`src/rtl/ram_upload_server_if.sv`:
```
// hps_io upload-direction signals shared between the HPS side and the RAM upload server.
// The master modport is the HPS end and the slave modport is the server end.
interface ram_upload_server_if;
    logic        ioctl_upload;
    logic [7:0]  ioctl_index;
    logic        ioctl_rd;
    logic [24:0] ioctl_addr;
    logic [7:0]  ioctl_din;
    logic        ioctl_wait;
    logic        ioctl_upload_req;

    modport master (
        output ioctl_upload,
        output ioctl_index,
        output ioctl_rd,
        output ioctl_addr,
        input  ioctl_din,
        input  ioctl_wait,
        input  ioctl_upload_req
    );

    modport slave (
        input  ioctl_upload,
        input  ioctl_index,
        input  ioctl_rd,
        input  ioctl_addr,
        output ioctl_din,
        output ioctl_wait,
        output ioctl_upload_req
    );
endinterface

```
`src/rtl/ram_upload_server.sv`:
```
// Streams a window of work RAM to the HPS during an upload session, pausing the game CPU first.
// It can also request an upload on a save trigger, giving up after TIMEOUT cycles.
module ram_upload_server #(
    parameter int unsigned ADDR_W  = 16,
    parameter int unsigned BASE    = 32'h6100,
    parameter int unsigned LENGTH  = 256,
    parameter logic [7:0]  INDEX   = 8'd4,
    parameter int unsigned RAM_LAT = 1,
    parameter logic [23:0] TIMEOUT = 24'd4_000_000
) (
    input  logic                clk_sys,
    input  logic                reset_n,
    ram_upload_server_if.slave  hps,
    input  logic                save_trigger,
    output logic                pause_req,
    input  logic                pause_ack,
    output logic [ADDR_W-1:0]   ram_addr,
    output logic                ram_rd,
    input  logic [7:0]          ram_dout,
    output logic                done,
    output logic                timeout_err
);

    localparam logic [25:0]       LEN_EXT      = 26'(LENGTH);
    localparam logic [1:0]        LAT          = 2'(RAM_LAT);
    localparam logic [ADDR_W-1:0] BASE_A       = ADDR_W'(BASE);
    localparam logic [23:0]       TIMEOUT_LAST = TIMEOUT - 24'd1;

    typedef enum logic [1:0] {
        IDLE,
        REQ,
        PAUSE,
        STREAM
    } state_t;

    state_t      state;
    state_t      state_nxt;
    logic [23:0] tmo_cnt;
    logic        pending;
    logic [24:0] pend_addr;
    logic        busy;
    logic [1:0]  lat_cnt;
    logic        out_of_range;
    logic [7:0]  din_q;
    logic        wait_q;

    logic        session_match;
    logic        session_end;
    logic        tmo_hit;
    logic [24:0] rd_off;
    logic        in_range;
    logic        start;

    assign session_match = hps.ioctl_upload && (hps.ioctl_index == INDEX);
    assign session_end   = ((state == PAUSE) || (state == STREAM)) && !hps.ioctl_upload;
    assign tmo_hit       = (state == REQ) && !session_match && (tmo_cnt == TIMEOUT_LAST);
    assign rd_off        = pending ? pend_addr : hps.ioctl_addr;
    assign in_range      = ({1'b0, rd_off} < LEN_EXT);
    // A read latched while paused is replayed on the first STREAM cycle.
    assign start         = (state == STREAM) && hps.ioctl_upload && !busy &&
                           (pending || (hps.ioctl_rd && !wait_q));

    assign pause_req            = (state == PAUSE) || (state == STREAM);
    assign hps.ioctl_upload_req = (state == REQ);
    assign hps.ioctl_din        = din_q;
    assign hps.ioctl_wait       = wait_q;

    always_ff @(posedge clk_sys or negedge reset_n) begin
        if (!reset_n) begin
            state <= IDLE;
        end else begin
            state <= state_nxt;
        end
    end

    always_comb begin
        state_nxt = state;
        case (state)
            IDLE: begin
                if (session_match) begin
                    state_nxt = PAUSE;
                end else if (save_trigger) begin
                    state_nxt = REQ;
                end
            end
            REQ: begin
                if (session_match) begin
                    state_nxt = PAUSE;
                end else if (tmo_cnt == TIMEOUT_LAST) begin
                    state_nxt = IDLE;
                end
            end
            PAUSE: begin
                if (!hps.ioctl_upload) begin
                    state_nxt = IDLE;
                end else if (pause_ack) begin
                    state_nxt = STREAM;
                end
            end
            STREAM: begin
                if (!hps.ioctl_upload) begin
                    state_nxt = IDLE;
                end
            end
            default: state_nxt = IDLE;
        endcase
    end

    // Read pipeline: issue strobe, count down the RAM latency, then capture and release wait.
    always_ff @(posedge clk_sys or negedge reset_n) begin
        if (!reset_n) begin
            tmo_cnt      <= '0;
            pending      <= 1'b0;
            pend_addr    <= '0;
            busy         <= 1'b0;
            lat_cnt      <= '0;
            out_of_range <= 1'b0;
            din_q        <= 8'hFF;
            wait_q       <= 1'b0;
            ram_addr     <= '0;
            ram_rd       <= 1'b0;
            done         <= 1'b0;
            timeout_err  <= 1'b0;
        end else begin
            done        <= (state == STREAM) && !hps.ioctl_upload;
            timeout_err <= tmo_hit;
            tmo_cnt     <= (state == REQ) ? tmo_cnt + 24'd1 : '0;
            ram_rd      <= 1'b0;
            if (session_end) begin
                pending <= 1'b0;
                busy    <= 1'b0;
                wait_q  <= 1'b0;
            end else if ((state == PAUSE) && hps.ioctl_rd && !wait_q) begin
                pending   <= 1'b1;
                pend_addr <= hps.ioctl_addr;
                wait_q    <= 1'b1;
            end else if (start) begin
                pending      <= 1'b0;
                busy         <= 1'b1;
                wait_q       <= 1'b1;
                lat_cnt      <= LAT;
                out_of_range <= !in_range;
                if (in_range) begin
                    ram_rd   <= 1'b1;
                    ram_addr <= BASE_A + rd_off[ADDR_W-1:0];
                end
            end else if (busy) begin
                if (lat_cnt == 2'd0) begin
                    busy   <= 1'b0;
                    wait_q <= 1'b0;
                    din_q  <= out_of_range ? 8'hFF : ram_dout;
                end else begin
                    lat_cnt <= lat_cnt - 2'd1;
                end
            end
        end
    end

endmodule

```
`src/flat_wrapper.sv`:
```
// flat-port wrapper written by rule: the top's interface ports become plain ports
module ram_upload_server_flat 
#(
    parameter int unsigned ADDR_W  = 16,
    parameter int unsigned BASE    = 32'h6100,
    parameter int unsigned LENGTH  = 256,
    parameter logic [7:0]  INDEX   = 8'd4,
    parameter int unsigned RAM_LAT = 1,
    parameter logic [23:0] TIMEOUT = 24'd4_000_000
)
  (clk_sys, reset_n, save_trigger, pause_req, pause_ack, ram_addr, ram_rd, ram_dout, done, timeout_err, hps_ioctl_upload, hps_ioctl_index, hps_ioctl_rd, hps_ioctl_addr, hps_ioctl_din, hps_ioctl_wait, hps_ioctl_upload_req);
  ram_upload_server_if hps_i ();
  input  logic clk_sys;
  input  logic reset_n;
  input  logic save_trigger;
  output logic pause_req;
  input  logic pause_ack;
  output logic [ADDR_W-1:0] ram_addr;
  output logic ram_rd;
  input  logic [7:0] ram_dout;
  output logic done;
  output logic timeout_err;
  input wire logic [$bits(hps_i.ioctl_upload)-1:0] hps_ioctl_upload;
  input wire logic [$bits(hps_i.ioctl_index)-1:0] hps_ioctl_index;
  input wire logic [$bits(hps_i.ioctl_rd)-1:0] hps_ioctl_rd;
  input wire logic [$bits(hps_i.ioctl_addr)-1:0] hps_ioctl_addr;
  output wire logic [$bits(hps_i.ioctl_din)-1:0] hps_ioctl_din;
  output wire logic [$bits(hps_i.ioctl_wait)-1:0] hps_ioctl_wait;
  output wire logic [$bits(hps_i.ioctl_upload_req)-1:0] hps_ioctl_upload_req;
  assign hps_i.ioctl_upload = hps_ioctl_upload;
  assign hps_i.ioctl_index = hps_ioctl_index;
  assign hps_i.ioctl_rd = hps_ioctl_rd;
  assign hps_i.ioctl_addr = hps_ioctl_addr;
  assign hps_ioctl_din = hps_i.ioctl_din;
  assign hps_ioctl_wait = hps_i.ioctl_wait;
  assign hps_ioctl_upload_req = hps_i.ioctl_upload_req;
  ram_upload_server #(.ADDR_W(ADDR_W), .BASE(BASE), .LENGTH(LENGTH), .INDEX(INDEX), .RAM_LAT(RAM_LAT), .TIMEOUT(TIMEOUT)) u_core (.clk_sys(clk_sys), .reset_n(reset_n), .hps(hps_i), .save_trigger(save_trigger), .pause_req(pause_req), .pause_ack(pause_ack), .ram_addr(ram_addr), .ram_rd(ram_rd), .ram_dout(ram_dout), .done(done), .timeout_err(timeout_err));
endmodule
```
`config.mk`:
```
export PLATFORM = sky130hd
export DESIGN_NAME = ram_upload_server_flat
export DESIGN_NICKNAME = d
export VERILOG_FILES = /design/src/rtl/ram_upload_server_if.sv /design/src/rtl/ram_upload_server.sv /design/src/flat_wrapper.sv
export SDC_FILE = /design/constraint.sdc
export NUM_CORES = 1
export LEC_CHECK = 0
export BUFFER_PORTS_ARGS = -buffer_cell sky130_fd_sc_hd__clkbuf_2
export CAP_MARGIN = 20
export CORE_ASPECT_RATIO = 0.75
export CORE_MARGIN = 2
export CORE_UTILIZATION = 54
export CTS_BUF_LIST = sky130_fd_sc_hd__clkbuf_8
export DETAILED_ROUTE_END_ITERATION = 16
export PLACE_DENSITY = 0.89
export SKIP_LAST_GASP = 1
export SLEW_MARGIN = 15
export SYNTH_ARGS = -nofsm -noshare
export SYNTH_HDL_FRONTEND = slang
export SYNTH_SLANG_ARGS = --single-unit
```
`constraint.sdc`:
```
create_clock -name clk_sys -period 2.66 [get_ports clk_sys]
set_clock_uncertainty 0.1 [all_clocks]
set_input_delay 0.133 -clock clk_sys [delete_from_list [all_inputs] [get_ports clk_sys]]
set_output_delay 0.133 -clock clk_sys [all_outputs]
set_load 0.005 [all_outputs]
```
After elaboration in Yosys (flattened, before gate mapping). Cells that the tools add are included.

Add/sub/neg operators: 3. Order comparisons: 1. Equal/unequal tests: 11. Muxes and demuxes: 31. Bitwise operators: 3. Reduce and logical (&&, ||, !) cells: 31.

Operator list (count): $lt 25x9->1 const B (1); $mux 25 (1); $add 24x1->24 const B (1); $eq 24x22->1 const B (1); $mux 24 (1); $mux 2 (10); $mux 1 (17); $add 15x16->16 const A (1); $reduce_and 4->1 (3); $logic_and 1x1->1 (11); $eq 8x3->1 const B (1); $mux 8 (1); $pmux 2 s4 (1); $reduce_bool 4->1 (2); $logic_not 1->1 (5); $reduce_and 5->1 (1); $eq 2x2->1 const B (2); $logic_not 2->1 (2); $ne 2x1->1 const B (2); $reduce_and 2->1 (2); $ne 3x1->1 const B (1); $ne 3x2->1 const B (1); $ne 3x3->1 const B (1); $not 1->1 (3); other kinds (7) (8).

Bits in registers: 84. Input bits: 47.

Longest topological paths before layout.
Word-level depth: 7. Depth in mapped cells: 8. Depth with buffers taken out: 6.

Worst setup path before layout. OpenSTA, ideal clock, no wires.

Path type: reg-to-reg. Start: register u_core.pend_addr[17]. End: register u_core.ram_addr[10]. Arrival time: 2002 ps. Data required time: 2435 ps. Slack: 432 ps. Stages on the path, launching flop included: 6. Buffers on the path: 1. Clock period less this slack: 2228 ps. Cells stage by stage: dfrtp_1 > or4_4 > o41ai_4 > and3_1 > buf_6 > mux2_4.

Cells in the longest elaborated chain, start to end: 3.

Ends and longest elaborated chain: from (decl) (line ram_upload_server.sv:40) `logic [24:0] pend_addr;`; from (signal assigned) (line ram_upload_server.sv:135) `pend_addr <= hps.ioctl_addr;`; $mux 25 (line ram_upload_server.sv:57) `assign rd_off = pending ? pend_addr : hps.ioctl_addr;`; $lt 25x9->1 (line ram_upload_server.sv:58) `assign in_range = ({1'b0, rd_off} < LEN_EXT);`; $reduce_and 4->1 (no source line); to (signal assigned) (line ram_upload_server.sv:145) `ram_addr <= BASE_A + rd_off[ADDR_W-1:0];`; to (decl) (line ram_upload_server.sv:17) `output logic [ADDR_W-1:0] ram_addr,`.

No other way between the ends. A chain may end at the register's enable or synchronous reset.

Worst setup path after layout.
Start: register u_core.pend_addr[17]. End: register u_core.ram_addr[7].

Same word-level chain as after synthesis.

==> flow_summary.yaml <==
timing:
  fmax_mhz: 434
  relSlewSlack: 0.661
  finalSetupViolations: 0
  timing.final.crit_share: 0.866
  drv_slew: 0
  fin_crit_ps: 2300
  worstMarginPinSlew_ps: 508
  rsz0062_at_grt: "no"
  tns_ps: 0
  finalHoldViolations: 0
placement:
  gp_congestion: 0.857
  place_hpwl_um: 5670
  io_buffers: 76
  dpl_cell_area_um2: 4270
detailed_routing:
  via_per_inst: 5.70
  vias: 3129
  dr.pass1.iters: 5
  drt_iter0_markers: 204
  postRouteWirelength_um: 9300
  ant_nets: 0
  route.detailed.drc: 0
  wire_per_inst_um: 16.9
critical_path:
  crit_path_end_kind: "flop"
  crit_type: "flop to flop"
  crit_fanout: 9
  cp-start-kind: "flop"
  critPathArrivalTime_ps: 2410
  required_ps: 2770
layout:
  fillers: 429
  final_nets: 510
  drive_gt1_frac: 0.305
  final_area_um2: 4870
  final_common_cell: "dfrtp_1"
  synthToLayoutAreaGrowth_pct: 28.0
  diodes: 0
  final_cell_mix: "76 x dfrtp_1, 75 x clkbuf_2, 47 x nor2_1"
grt:
  grt_max_degree: 85
  grt_pass1_wl_um: 14900
  antenna_found_initial: 0
  grt.total_usage: 0.250
  grt_pass1_vias: 3072
  grt_overflow: 0
synthesis:
  synth_compound_area_frac: 0.0822
  ys_seq_area_frac: 0.555
  synthArstFlopShare: 1.00
  synth_seq_cells: 84
  synth_top_family_by_area: "simple AND/OR/NAND/NOR gates"
  synth.distinct_cells: 44
  synth_edf_count: 0
  yosysWarnings: 0
  syn_nets: 397
  synthAdderAreaFrac: 0.00987
  syn_inst: 347
  yosys.area_share.simple: 0.170
  synth_mux_area_frac: 0.112
  syn-cell-area_um2: 3800
  syn_area_per_cell_um2: 11.0
  synth_xor_xnor_area_share: 0.0438
  ys.flop_type: "dfrtp_1"
cts:
  clk_pin_slew_ps: 90
  cts_tree: "built"
  worst_skew_pair.late_latency_ps: 360
  clock-root-buffer: "clkbuf_8"
  cts.htree.levels: 3
  cts_buffer_depth: 2
  postCtsSetupBuffers: 0
  cts_buffers: 9
  cts_sinks: 84
run_status:
  status: "complete, no violations"
floorplanning:
  die_area_um2: 7740
  io_pins: 77
  coreArea_um2: 6830
  die_w_um: 101
  num_rows: 26
  initial_utilization: 0.557
  dieHeight_um: 76.7
run:
  drv_cap: 0
hold_path:
  hold_path.class: "input pin to flop"
power:
  vdd_drop_max_mv: 0.363
  power_per_cell_area_nw_per_um2: 602
  leakage_nw: 2.41
## kinds of logic (layout without fill, tap and decap cells)
kind of cell,count (synthesis),count (layout)
AOI/OAI and AO/OA,51,51
xor gates and xnor gates,19,19
adders and majority gates,3,3
buffers and inverters,25,143
DFF,84,84
muxes,38,38
and+or+nand+nor,127,127
## area by class of cell
class	instances	area (um^2)	share of cell area
clock buffer	10	138	0.0283
multi-input combinational	238	1590	0.326
clock inverter	6	88.8	0.0182
tap	84	105	0.0216
timing repair buffer	118	803	0.165
sequential	84	2110	0.434
inverter	9	33.8	0.00694
## metrics by stage
stage	total power [mW]	utilization	setup slack [ps]	cells	hold slack (ps)
2_1_floorplan	1.71	-	432	347	-263
3_3_place_gp	1.84	0.626	453	498	263
3_5_place_dp	1.87	0.626	409	498	270
4_1_cts	2.93	0.709	385	548	13.3
5_1_grt	3.07	0.713	296	549	37.3
6_report	2.93	0.713	357	549	41.1
## worst max-delay path, stage by stage, from the launching register on
cell	delay (ps)
dfrtp_1	390
or4_4	550
o41ai_4	340
buf_4	230
and3_1	390
a21oi_1	160
## routing by layer
| metal | global-route usage | part of all wire |
|---|---|---|
| met1 | 0.327 | 0.42 |
| met4 | 0.0919 | 0.022 |
| met2 | 0.413 | 0.50 |
| met5 | 0 | 0 |
| met3 | 0.0538 | 0.059 |
## final timing paths
path	startpoint	endpoint	slack, ps	cells past startpoint
worst max register to register	u_core.pend_addr[17]$_DFFE_PN0P_	u_core.ram_addr[7]$_DFFE_PN0P_	360	5
worst min register to register	u_core.ram_addr[14]$_DFFE_PN0P_	u_core.ram_addr[14]$_DFFE_PN0P_	390	1
max in group asynchronous	reset_n	u_core.hps.ioctl_din[3]$_DFFE_PN1P_	1700	3
worst max-delay path	u_core.pend_addr[17]$_DFFE_PN0P_	u_core.ram_addr[7]$_DFFE_PN0P_	360	5
worst min-delay path	hps_ioctl_index[6]	u_core.state[1]$_DFFE_PN0P_	40	3
min in group asynchronous	reset_n	u_core.pend_addr[19]$_DFFE_PN0P_	110	2
## flip-flops by register name (all words and copies together), names as in the netlist
name,flops
u_core.pend_addr,25
u_core.tmo_cnt,24
u_core.ram_addr,16
u_core.hps.ioctl_din,8
u_core.lat_cnt,2
u_core.state,2
u_core.busy,1
u_core.done,1
u_core.hps.ioctl_wait,1
u_core.out_of_range,1
u_core.pending,1
u_core.ram_rd,1
u_core.timeout_err,1
## report_power, final
part | total [mW] | internal [mW] | switching (mW)
clock network | 1.03 | 0.556 | 0.476
logic | 0.405 | 0.202 | 0.203
registers | 1.49 | 1.41 | 0.0861
## synthesized netlist by cell type, types with 2 or more instances
library cell / count / share of area
nor2b_1: 5 / 0.0082
a22oi_1: 3 / 0.0059
nand2_1: 12 / 0.012
nor4_1: 4 / 0.0066
ha_1: 3 / 0.0099
dfstp_2: 8 / 0.055
mux2i_1: 9 / 0.024
clkbuf_1: 12 / 0.012
dfrtp_1: 76 / 0.50
or3_1: 4 / 0.0066
and3_1: 11 / 0.018
a31oi_1: 10 / 0.016
xor2_1: 5 / 0.012
a21oi_1: 21 / 0.028
nor3_1: 12 / 0.016
nor2_1: 47 / 0.046
and2_1: 2 / 0.0033
o21ai_0: 11 / 0.014
mux2_2: 27 / 0.080
mux2_4: 2 / 0.0079
or2_2: 3 / 0.0049
buf_2: 2 / 0.0026
and4_1: 2 / 0.0046
nand3_1: 12 / 0.016
or4_1: 2 / 0.0039
inv_1: 9 / 0.0089
xnor2_1: 14 / 0.032
nand4_1: 3 / 0.0049
## timing repair
item                                   4_1_cts  5_1_grt
resized for setup                            0        0
setup endpoints to repair                    0        0
endpoints found under the hold margin      115        0
hold buffers                                34        0
(Power assumes the default switching activity.)
